`src/rtl/mips16_pkg.sv`:
```
// Shared definitions for the 16-bit MIPS datapath.
// Build option REG_FILE_WB_BYPASS_EN enables writeback-to-read forwarding.
package mips16_pkg;

    localparam int unsigned REG_IDX_W = 4;
    localparam int unsigned DATA_W    = 16;

    typedef logic [REG_IDX_W-1:0] reg_idx_t;

    localparam reg_idx_t REG_ZERO = 4'd0;

`ifdef REG_FILE_WB_BYPASS_EN
    localparam bit BYPASS_EN = 1'b1;
`else
    localparam bit BYPASS_EN = 1'b0;
`endif

endpackage

```
`src/rtl/reg_scoreboard.sv`:
```
// Busy-register scoreboard and RAW/WAW stall generation for decode.
// With REG_FILE_WB_BYPASS_EN the committing register does not raise a RAW hazard.
module reg_scoreboard
    import mips16_pkg::*;
#(
    parameter int unsigned NREGS = 16
) (
    input  logic             clock,
    input  logic             reset,
    input  logic             commit_v_i,
    input  reg_idx_t         commit_idx_i,
    input  reg_idx_t         rs_addr_i,
    input  reg_idx_t         rt_addr_i,
    input  logic             issue_valid_i,
    input  logic             issue_wr_i,
    input  reg_idx_t         issue_dest_i,
    output logic             stall_o,
    output logic [NREGS-1:0] busy_o
);

    logic [NREGS-1:0] busy_q;
    logic [NREGS-1:0] busy_d;
    logic             hz_rs;
    logic             hz_rt;
    logic             waw;
    logic             issue_set;

    always_comb begin
        hz_rs = busy_q[rs_addr_i] &&
                !(BYPASS_EN && commit_v_i && (commit_idx_i == rs_addr_i));
        hz_rt = busy_q[rt_addr_i] &&
                !(BYPASS_EN && commit_v_i && (commit_idx_i == rt_addr_i));
        waw   = issue_wr_i && busy_q[issue_dest_i];

        stall_o   = issue_valid_i && (hz_rs || hz_rt || waw);
        issue_set = issue_valid_i && issue_wr_i && !stall_o &&
                    (issue_dest_i != REG_ZERO);

        // Set is applied after clear so a new producer keeps ownership.
        busy_d = busy_q;
        if (commit_v_i) begin
            busy_d[commit_idx_i] = 1'b0;
        end
        if (issue_set) begin
            busy_d[issue_dest_i] = 1'b1;
        end
    end

    always_ff @(posedge clock) begin
        if (reset) begin
            busy_q <= '0;
        end else begin
            busy_q <= busy_d;
        end
    end

    assign busy_o = busy_q;

endmodule

```
`src/rtl/reg_file_wb.sv`:
```
// Writeback stage, 16x16 register file with R0 hardwired to zero, and hazard scoreboard.
// With REG_FILE_WB_BYPASS_EN the pending writeback is forwarded to both read ports.
module reg_file_wb
    import mips16_pkg::*;
#(
    parameter int unsigned NREGS = 16,
    parameter int unsigned DW    = DATA_W
) (
    input  logic             clock,
    input  logic             reset,
    input  reg_idx_t         Dest,
    input  logic             RegWrite,
    input  logic [DW-1:0]    wb_data,
    input  reg_idx_t         rs_addr,
    input  reg_idx_t         rt_addr,
    output logic [DW-1:0]    rs_data,
    output logic [DW-1:0]    rt_data,
    input  logic             issue_valid,
    input  logic             issue_wr,
    input  reg_idx_t         issue_dest,
    output logic             stall,
    output logic [NREGS-1:0] busy
);

    logic          wb_v_q;
    logic          wb_v_d;
    reg_idx_t      wb_dst_q;
    reg_idx_t      wb_dst_d;
    logic [DW-1:0] wb_d_q;
    logic [DW-1:0] wb_d_d;

    logic [DW-1:0] regs_q [NREGS];

    // Writes to R0 are dropped here, so the array entry for R0 never changes.
    always_comb begin
        wb_v_d   = RegWrite && (Dest != REG_ZERO);
        wb_dst_d = Dest;
        wb_d_d   = wb_data;
    end

    always_ff @(posedge clock) begin
        if (reset) begin
            wb_v_q   <= 1'b0;
            wb_dst_q <= REG_ZERO;
            wb_d_q   <= '0;
        end else begin
            wb_v_q   <= wb_v_d;
            wb_dst_q <= wb_dst_d;
            wb_d_q   <= wb_d_d;
        end
    end

    always_ff @(posedge clock) begin
        if (reset) begin
            for (int unsigned i = 0; i < NREGS; i++) begin
                regs_q[i] <= '0;
            end
        end else if (wb_v_q) begin
            regs_q[wb_dst_q] <= wb_d_q;
        end
    end

    always_comb begin
        rs_data = regs_q[rs_addr];
        if (BYPASS_EN && wb_v_q && (wb_dst_q == rs_addr)) begin
            rs_data = wb_d_q;
        end
        if (rs_addr == REG_ZERO) begin
            rs_data = '0;
        end

        rt_data = regs_q[rt_addr];
        if (BYPASS_EN && wb_v_q && (wb_dst_q == rt_addr)) begin
            rt_data = wb_d_q;
        end
        if (rt_addr == REG_ZERO) begin
            rt_data = '0;
        end
    end

    reg_scoreboard #(
        .NREGS (NREGS)
    ) u_scoreboard (
        .clock         (clock),
        .reset         (reset),
        .commit_v_i    (wb_v_q),
        .commit_idx_i  (wb_dst_q),
        .rs_addr_i     (rs_addr),
        .rt_addr_i     (rt_addr),
        .issue_valid_i (issue_valid),
        .issue_wr_i    (issue_wr),
        .issue_dest_i  (issue_dest),
        .stall_o       (stall),
        .busy_o        (busy)
    );

endmodule

```
`config.mk`:
```
export PLATFORM = sky130hd
export DESIGN_NAME = reg_file_wb
export DESIGN_NICKNAME = d
export VERILOG_FILES = /design/src/rtl/mips16_pkg.sv /design/src/rtl/reg_scoreboard.sv /design/src/rtl/reg_file_wb.sv
export SDC_FILE = /design/constraint.sdc
export NUM_CORES = 1
export LEC_CHECK = 0
export CAP_MARGIN = 20
export CELL_PAD_IN_SITES_DETAIL_PLACEMENT = 1
export CELL_PAD_IN_SITES_GLOBAL_PLACEMENT = 2
export CORE_ASPECT_RATIO = 0.7
export CORE_MARGIN = 2
export CORE_UTILIZATION = 40
export CTS_CLUSTER_DIAMETER = 80
export DETAILED_ROUTE_END_ITERATION = 6
export PLACE_DENSITY_LB_ADDON = 0.1
export SLEW_MARGIN = 10
export SYNTH_ARGS = -nofsm -noshare
export SYNTH_HDL_FRONTEND = slang
export SYNTH_SLANG_ARGS = --single-unit
```
`constraint.sdc`:
```
create_clock -name clock -period 2.7 [get_ports clock]
set_input_delay 0.405 -clock clock [delete_from_list [all_inputs] [get_ports clock]]
set_output_delay 0.405 -clock clock [all_outputs]
set_load 0.02 [all_outputs]
```
Word level (Yosys, flattened, before mapping)
Memories as Yosys holds them, arrays and structs flattened. Cells that the tools add are included.

Bitwise logic cells: 3. Magnitude comparators: 6. Multiplexer cells: 22. Reduce and logical (&&, ||, !) cells: 16.

Operator list (count): $mux W16 (5); $lt A4 B5 Y1 const B (4); $and A16 B16 Y16 (1); $not A16 Y16 (1); $or A16 B16 Y16 (1); $reduce_or A16 Y1 (1); $bmux W1 S4 (3); $mux W1 (11); $demux W1 S4 (2); $ge A4 B1 Y1 const B (2); $logic_and A1 B1 Y1 (8); $logic_not A4 Y1 (2); $reduce_bool A4 Y1 (2); $mux W4 (1); $logic_or A1 B1 Y1 (2); $logic_not A1 Y1 (1).

Bits in registers: 37. Memories kept: 1. Output and inout port bits: 49. RAM bits: 256. Bits of input ports: 37.

Memories: regs_q (words 16, bits a word 16, read ports 2, clocked after Yosys merged registers in 0, write ports 16, line reg_file_wb.sv:32) `logic [DW-1:0] regs_q [NREGS];`.

Logic depth before layout (Yosys ltp)
Gate-level depths: netlist of the first run.

Depth in word-level cells: 9. Gate-level depth with buffers: 8. Mapped depth without buffers: 6.

By module
Synthesis of the first run repeated with hierarchy kept, for this count alone.

Cells, all modules: 1133. Area, all modules: 15028.2 um^2.

By module, submodules not included: reg_file_wb (instances 1, cells each 979, area each 13700.6 um^2); reg_scoreboard (instances 1, cells each 154, area each 1327.5 um^2).

Worst setup path after synthesis of the first run
Ideal clock, no wire load.

Path kind: input-to-output. Start: input rt_addr[0]. End: output rt_data[0]. Path slack: 0.007 ns. Buffers on the path: 2. Arrival time: 2.288 ns. Stages on the path: 5. Path through: buf_2 clkbuf_1 mux4_2 mux4_2 nor2b_1.

Cells in the longest elaborated chain, start to end: 2. Elaborated cells between the ends (all ways): 3. Classes of those cells: mux: 1; reduce/logical: 1; memory: 1.

RTL lines: start, declared (line reg_file_wb.sv:15) `input reg_idx_t rt_addr,`; $mem_v2 Z16 W16 or $logic_not A4 Y1 (tied branches); $mux W16 * (line reg_file_wb.sv:76) `if (rt_addr == REG_ZERO) begin`; end, declared (line reg_file_wb.sv:17) `output logic [DW-1:0] rt_data,`.

Every way passes the cells marked *; elsewhere a longest branch is shown, timed or not.

Worst setup path after layout of the first run
Start: register u_scoreboard.busy_q[7], in the netlist u_scoreboard.busy_o[7]. End: output stall.

Cells in the longest elaborated chain, start to end: 5. Elaborated cells between the ends (all ways): 10. Classes of those cells: mux: 6; reduce/logical: 4.

RTL lines: start, declared (line reg_scoreboard.sv:21) `logic [NREGS-1:0] busy_q;`; start signal, assigned (line reg_scoreboard.sv:53) `busy_q <= busy_d;`; $bmux W1 S4, on equally long branches (line reg_scoreboard.sv:29, reg_scoreboard.sv:31, reg_scoreboard.sv:33); $mux W1, on equally long branches (line reg_scoreboard.sv:29, reg_scoreboard.sv:31, reg_scoreboard.sv:33); $logic_or A1 B1 Y1 or $logic_and A1 B1 Y1 (tied branches) (line reg_scoreboard.sv:35, reg_scoreboard.sv:33); $logic_or A1 B1 Y1 * (line reg_scoreboard.sv:35) `stall_o = issue_valid_i && (hz_rs || hz_rt || waw);`; $logic_and A1 B1 Y1 * (line reg_scoreboard.sv:35); end, declared (line reg_file_wb.sv:21) `output logic stall,`.

Every way passes the cells marked *; elsewhere a longest branch is shown, timed or not. The select of a mux whose other input is x is not followed.

==> results of run 1 <==
-- placed cells by master, fill, tap and decap left out, drive strengths merged, types with 10 or more instances in the layout --
cell,instances
and2,258
edfxtp,256
buf,174
mux4,162
nor2b,55
clkdlybuf4s50,42
clkbuf,38
dfxtp,37
nand2,26
inv,20
nor2,19
mux2i,17
clkinv,11
o21ai,10
-- metal layers --
metal / global-route usage / vias to the layer above
li1: - / 4255
met1: 0.4019 / 5415
met2: 0.4096 / 382
met3: 0.05039 / 85
met4: 0.06848 / 0
met5: 0 / -
-- final timing paths --
check,slack (ns),endpoint,depth (start not counted)
worst max-delay path,-0.07,stall,6
worst min-delay path,0.38,wb_d_q[10]$_SDFF_PP0_,2
worst max register to register,0.09,u_scoreboard.busy_o[7]$_SDFF_PP0_,11
worst min register to register,0.48,u_scoreboard.busy_o[0]$_SDFF_PP0_,2
-- critical path, delay by kind of cell (launching register included) --
family	cells	cell delay [ns]
simple gates	3	0.66
compound gates	1	0.17
mux	1	0.49
flops	1	0.34
buf+inv	1	0.12
-- through the flow --
step	std cells	util	setup slack, ns
after global routing	1711	0.5018	-0.1398
final	1711	0.5018	-0.06559
after floorplan	1026	-	0.006884
after detailed placement	1645	0.4649	-0.5270
after global placement	1645	0.4649	-0.5527
after CTS	1709	0.4949	-0.08753
-- cells by family (layout without fill, tap and decap cells) --
family                 count (synthesis)  after routing
muxes                                179            179
buffers and inverters                105            294
and+or+nand+nor                      412            412
AOI/OAI and AO/OA                     37             37
DFF                                  293            293
-- synth_stat cells (17+ instances only) --
library cell	instances	area (sq um)
and2_1	257	1608
mux4_2	162	3649
buf_2	24	120.1
nor2_1	19	71.32
edfxtp_1	256	7687
dfxtp_1	37	740.7
nor2b_1	55	344.1
mux2i_1	17	170.2
clkbuf_1	56	210.2
nand2_1	26	97.59
inv_1	19	71.32
-- power groups by stage --
stage | sequential (mW) | combinational (mW) | clock, mW
floorplan | 5.27 | 0.830 | 0
global placement | 5.33 | 1.47 | 0
detailed placement | 5.35 | 1.48 | 0
CTS | 5.25 | 1.48 | 4.66
global route | 5.28 | 1.62 | 4.82
finish | 5.25 | 1.55 | 4.59
-- layout make-up --
cell class / instances / area share
tap: 496 / 0.03230
multi-input combinational: 628 / 0.3588
clock buffer: 38 / 0.04435
timing repair buffer: 218 / 0.1097
clock inverter: 19 / 0.01166
sequential: 293 / 0.4394
inverter: 19 / 0.003712
-- sequential cells by signal, indices dropped and copies added, names as in the netlist --
signal,flops
wb_dst_q,4
wb_d_q,16
wb_v_q,1
regs_q,256
u_scoreboard.busy_o,16
-- timing repair --
item	4_1_cts	5_1_grt
gates cloned	0	0
setup buffers	9	1
endpoints found under the setup margin	33	34
gates resized for setup	183	70
pin swaps	8	8
==> results by group, run 1 <==
Setup path
  • RR Startpoint: u_scoreboard.busy_o[7]$_SDFF_PP0_
  • CP max stage cell: mux4_2
  • Crit Path Max Fanout: 4
  • CP startpoint kind: register
  • Critical path cell sequence: mux4_2 -> o211ai_2 -> nand3_2 -> or3_4 -> and2_4 -> buf_6
  • CP required: 2.30 ns
  • Crit path from: u_scoreboard.busy_o[7]$_SDFF_PP0_
  • Crit path DAT: 2.36 ns
  • Crit path largest cell delay: 0.49 ns
  • Critical path class: reg2out
  • CP endpoint kind: output port

Status
  • Status: finished with violations
  • Failing checks: setup timing

Floorplanning
  • Core area: 38290 sq um
  • Die area: 40290 sq um
  • Initial Util: 0.4040
  • # IOs: 86
  • Die width: 239.0 um
  • # rows: 60
  • Die H: 168.5 um

Finish
  • Sequential Area: 8443 sq um
  • NumNets Final: 1228
  • ANT cells: 0
  • Area used by multi-input combinational logic: 6894 sq um
  • Area growth syn-to-layout: 24.21%
  • Fill cells: 3678
  • Finished layout cell area: 19210 sq um
  • Layout cells sized above 1: 0.3728

Logic synthesis
  • Syn Nets: 1063
  • Largest family of logic cells by synthesized area: multiplexers
  • Synth Area in Simple Gates: 0.1616
  • Fraction of registers with async set/reset: 0
  • Synth Flop Type: edfxtp_1
  • Syn Std Cell Area: 15470 sq um
  • Mean Syn Cell Area: 15.08 sq um
  • Synth unique cells: 43
  • Synth warn: 0
  • Mapped Cells: 1026
  • Synth Area in Compound Gates: 0.01804
  • Post-synth EDFFs: 256
  • Xor/xnor share of the synthesized area: 0
  • Seq/Total Area, Yosys: 0.5449
  • Area share of fa/ha/maj cells after synthesis: 0
  • Mux cell area share after synthesis: 0.2469
  • Yosys reg bits: 293

Global routing
  • Gr usage total: 0.2700
  • Vias in the first global route: 10560
  • Grt total ovfl: 0
  • First-pass GRT wire length: 77.15 mm
  • Pin count of the biggest net entering global routing: 42
  • Initial antenna violation count: 6

STA
  • Slew @ Worst Pin: 0.9567 ns
  • Final setup violation count: 12
  • Hold_ws: 0.3784 ns
  • Tightest slew margin relative to the limit: 0.3587
  • Final period utilization: 1.024
  • Sum of negative setup slack: -0.3430 ns
  • RSZ-0062 raised after global routing: true
  • Clock Skews: 0.01244 ns
  • Pins Over Slew Limit: 0
  • Worst setup margin: -0.06559 ns
  • Final hold violation count: 0
  • Max frequency: 361.6 MHz
  • Period minus WS final: 2.766 ns

Routing
  • DR top layer: met4
  • Residual DRC: 0
  • Metal2 WL: 23.83 mm
  • Met3 Wirelength: 3.575 mm
  • Drt via density: 5.925
  • Total Wirelength: 52.82 mm
  • DRT met1 WL: 23.94 mm
  • Vias: 10140
  • TritonRoute pass-1 iters: 5
  • Routed wire length per instance: 30.87 um
  • Post-route ant nets: 0
  • Drt initial violations: 1013

Flow run
  • Max Cap Violations: 0

Clocking
  • Clock Latency Late Sink: 0.59 ns
  • CTS Root Cell: clkbuf_16
  • Total CTS buffers: 31
  • Clk slew on worst S/H paths: 0.07 ns
  • CTS tree: yes
  • Clock Path Buffers: 3
  • Htree depth: 1
  • Number of hold buffers added after CTS: 0
  • Clk sinks: 293

Pwr
  • Clk pwr share: 0.403
  • Max VDD drop: 0.5050 mV
  • Internal power: 8.603 mW
  • Power share of the sequential group: 0.461
  • Net Sw Frac: 0.2452
  • Psw: 2.794 mW
  • Static Leak: 7.044 nW
  • Comb power frac: 0.136
  • Final Power: 11.40 mW
  • Pwr dens: 593.2 nW/um^2

Place
  • Final GP Congestion: 0.8248
  • Placed inst area: 17800 sq um
  • Post-DP HPWL: 35.63 mm
  • # port buffers: 85

Worst hold path
  • Worst min-delay path class: in2reg
  • Min-delay src: wb_data[10]
Note: power is estimated with default switching activity, not from simulation.
==> run 2: changes to the inputs <==
Settings changed: CORE_ASPECT_RATIO 0.7 to default.
==> run 2 against run 1 <==
The run now ends clean. Critical path depth shrank 2. Global-route usage shrank 0.48 points. Clock power grew 4%. Non-clock buffer count grew 5. Combinational power shrank 8%. First-iteration DRC count shrank 27%. Flip-flop and latch count is the same. Sequential power is essentially flat. Clock skew grew 0.0012 ns. Via count shrank 1.7%. Sequential share of layout area grew 0.50 points. Cell count grew 1.8%. Critical path type unchanged. Largest power group unchanged.
==> results by group, run 2 (synthesis gave the netlist of run 1 again) <==
Clocking
  • CTS Root Cell: clkbuf_16
  • Clock Path Buffers: 3 (unchanged)
  • CTS tree: yes
  • Clk sinks: 293 (unchanged)
  • Clock Latency Late Sink: 0.53 ns (-0.06 ns)
  • Clk slew on worst S/H paths: 0.06 ns (about the same)
  • Total CTS buffers: 35 (+13%)
  • Htree depth: 2 (+1)

Finish
  • Layout cells sized above 1: 0.3475 (-0.02533)
  • Largest Register: regs_q
  • Most frequent cells in the layout: and2_1 (257), edfxtp_1 (256), mux4_2 (162), buf_4 (120), nor2b_1 (48)
  • Area used by multi-input combinational logic: 6738 sq um (-2.3%)
  • Fill cells: 3770 (+2.5%)
  • Sequential Area: 8433 sq um (-0.12%)
  • Commonest non-fill, non-tap cell in the layout: and2_1
  • NumNets Final: 1237 (+0.73%)
  • ANT cells: 0 (unchanged)
  • Largest register FFs: 256 (unchanged)
  • Area growth syn-to-layout: 22.66%

Setup path
  • Crit Path Max Fanout: 2 (-2)
  • Crit path DAT: 2.26 ns (-0.10 ns)
  • CP endpoint kind: output port
  • Crit-path leading delay family: multiplexers
  • Top cell by count, worst path: mux4_2
  • Crit path largest cell delay: 0.55 ns (+0.06 ns)
  • Worst r2r path cells: 4 (-7)
  • Critical path cell sequence: mux4_2 -> mux4_2 -> nor2b_4 -> buf_6
  • CP max stage cell: mux4_2
  • CP startpoint kind: register
  • Crit. path cell count: 4 (-2)
  • Critical path class: reg2out
  • CP required: 2.30 ns (about the same)
  • CP bufs+invs: 1 (unchanged)

STA
  • Final hold violation count: 0 (unchanged)
  • Final setup violation count: 0 (-12)
  • Period minus WS final: 2.669 ns (-0.09686 ns)
  • Pins Over Slew Limit: 0 (unchanged)
  • Clock Skews: 0.01366 ns (+0.001218 ns)
  • Max frequency: 374.7 MHz (+3.6%)
  • Tightest slew margin relative to the limit: 0.3991 (+0.04036)
  • Slew @ Worst Pin: 0.8980 ns (-0.05865 ns)
  • Sum of negative setup slack: 0 ns (+0.3430 ns)
  • RSZ-0062 raised after global routing: true
  • Final period utilization: 0.9884 (-0.03587)

Global routing
  • Grt total ovfl: 0 (unchanged)
  • Gr usage total: 0.2652 (-0.004763)
  • Vias in the first global route: 10850 (+2.7%)
  • First-pass GRT wire length: 76.51 mm (-0.82%)
  • Pin count of the biggest net entering global routing: 42 (unchanged)
  • Initial antenna violation count: 1 (-5)

Floorplanning
  • Core area: 38380 sq um (+0.24%)
  • # rows: 72 (+20%)
  • # IOs: 86 (unchanged)
  • Die area: 40260 sq um (about the same)
  • Die width: 200.7 um (-16%)
  • Die H: 200.7 um (+19%)
  • Initial Util: 0.4031 (-0.0009484)

Routing
  • TritonRoute pass-1 iters: 5 (unchanged)
  • Total Wirelength: 51.91 mm (-1.7%)
  • Vias: 9967 (-1.7%)
  • Drt initial violations: 741 (-27%)
  • Routed wire length per instance: 29.81 um (-3.4%)
  • Post-route ant nets: 0 (unchanged)
  • Residual DRC: 0 (unchanged)
  • Drt via density: 5.725 (-3.4%)

Place
  • Post-DP HPWL: 34.31 mm (-3.7%)
  • # port buffers: 85 (unchanged)
  • Final GP Congestion: 0.8181 (-0.81%)

Worst hold path
  • Worst min-delay path class: in2reg
  • Hold depth: 2 (unchanged)

Flow run
  • Max Cap Violations: 0 (unchanged)

Status
  • Status: completed

Pwr
  • Static Leak: 6.919 nW (-1.8%)
  • Pwr dens: 603.6 nW/um^2 (+1.7%)
  • Final Power: 11.45 mW (+0.48%)
  • Max VDD drop: 0.3750 mV (-26%)
-- run 2: path summary, 6_finish.rpt --
| kind | from | end | slack [ns] |
|---|---|---|---|
| setup / recovery | regs_q[15][10]$_SDFFCE_PN0P_ | rs_data[10] | 0.03 |
| hold / removal | wb_data[12] | wb_d_q[12]$_SDFF_PP0_ | 0.44 |
| setup reg to reg | wb_dst_q[2]$_SDFF_PP0_ | regs_q[13][11]$_SDFFCE_PN0P_ | 0.24 |
| hold reg to reg | u_scoreboard.busy_o[8]$_SDFF_PP0_ | u_scoreboard.busy_o[8]$_SDFF_PP0_ | 0.53 |
-- run 2: power by group --
part / total [mW] / switching (mW) / internal, mW / leakage [nW]
clock network: 4.78 / 1.89 / 2.89 / 0.548
registers: 5.25 / 0.146 / 5.10 / 2.88
logic: 1.42 / 0.718 / 0.702 / 3.49
total: 11.5 / 2.75 / 8.70 / 6.92
-- run 2: timing repair --
action	in CTS	in global routing
pin swaps	5	1
setup buffers	2	0
endpoints found under the setup margin	33	11
hold buffers	0	0
gates resized for setup	148	30
-- run 2: final cells by class --
cell class / instances / share of cell area
flip-flops and latches: 293 / 0.4445
multi-input cells: 628 / 0.3551
repair buffers: 223 / 0.1027
clock buffers: 45 / 0.05091
well taps: 518 / 0.03416
clock inverters: 15 / 0.008837
inverters: 19 / 0.003759
-- run 2: routing by layer --
| metal | vias to the layer above | global-route usage | part of all wire |
|---|---|---|---|
| li1 | 4273 | - | - |
| met5 | - | 0 | 0 |
| met1 | 5235 | 0.3509 | 0.41 |
| met2 | 353 | 0.4570 | 0.50 |
| met4 | 0 | 0.08545 | 0.033 |
| met3 | 106 | 0.03295 | 0.056 |
-- run 2: per-stage QoR --
| step | worst slack (ns) | util | hold WS (ns) | area [sq um] | std cells |
|---|---|---|---|---|---|
| after floorplan | 0.006884 | - | 0.5332 | 15470 | 1026 |
| after global placement | -0.5046 | 0.4651 | 0.5171 | 17850 | 1679 |
| after detailed placement | -0.5364 | 0.4651 | 0.5343 | 17850 | 1679 |
| after CTS | -0.01191 | 0.4922 | 0.4222 | 18890 | 1741 |
| after global routing | -0.06751 | 0.4944 | 0.4271 | 18970 | 1741 |
| final | 0.03127 | 0.4944 | 0.4404 | 18970 | 1741 |
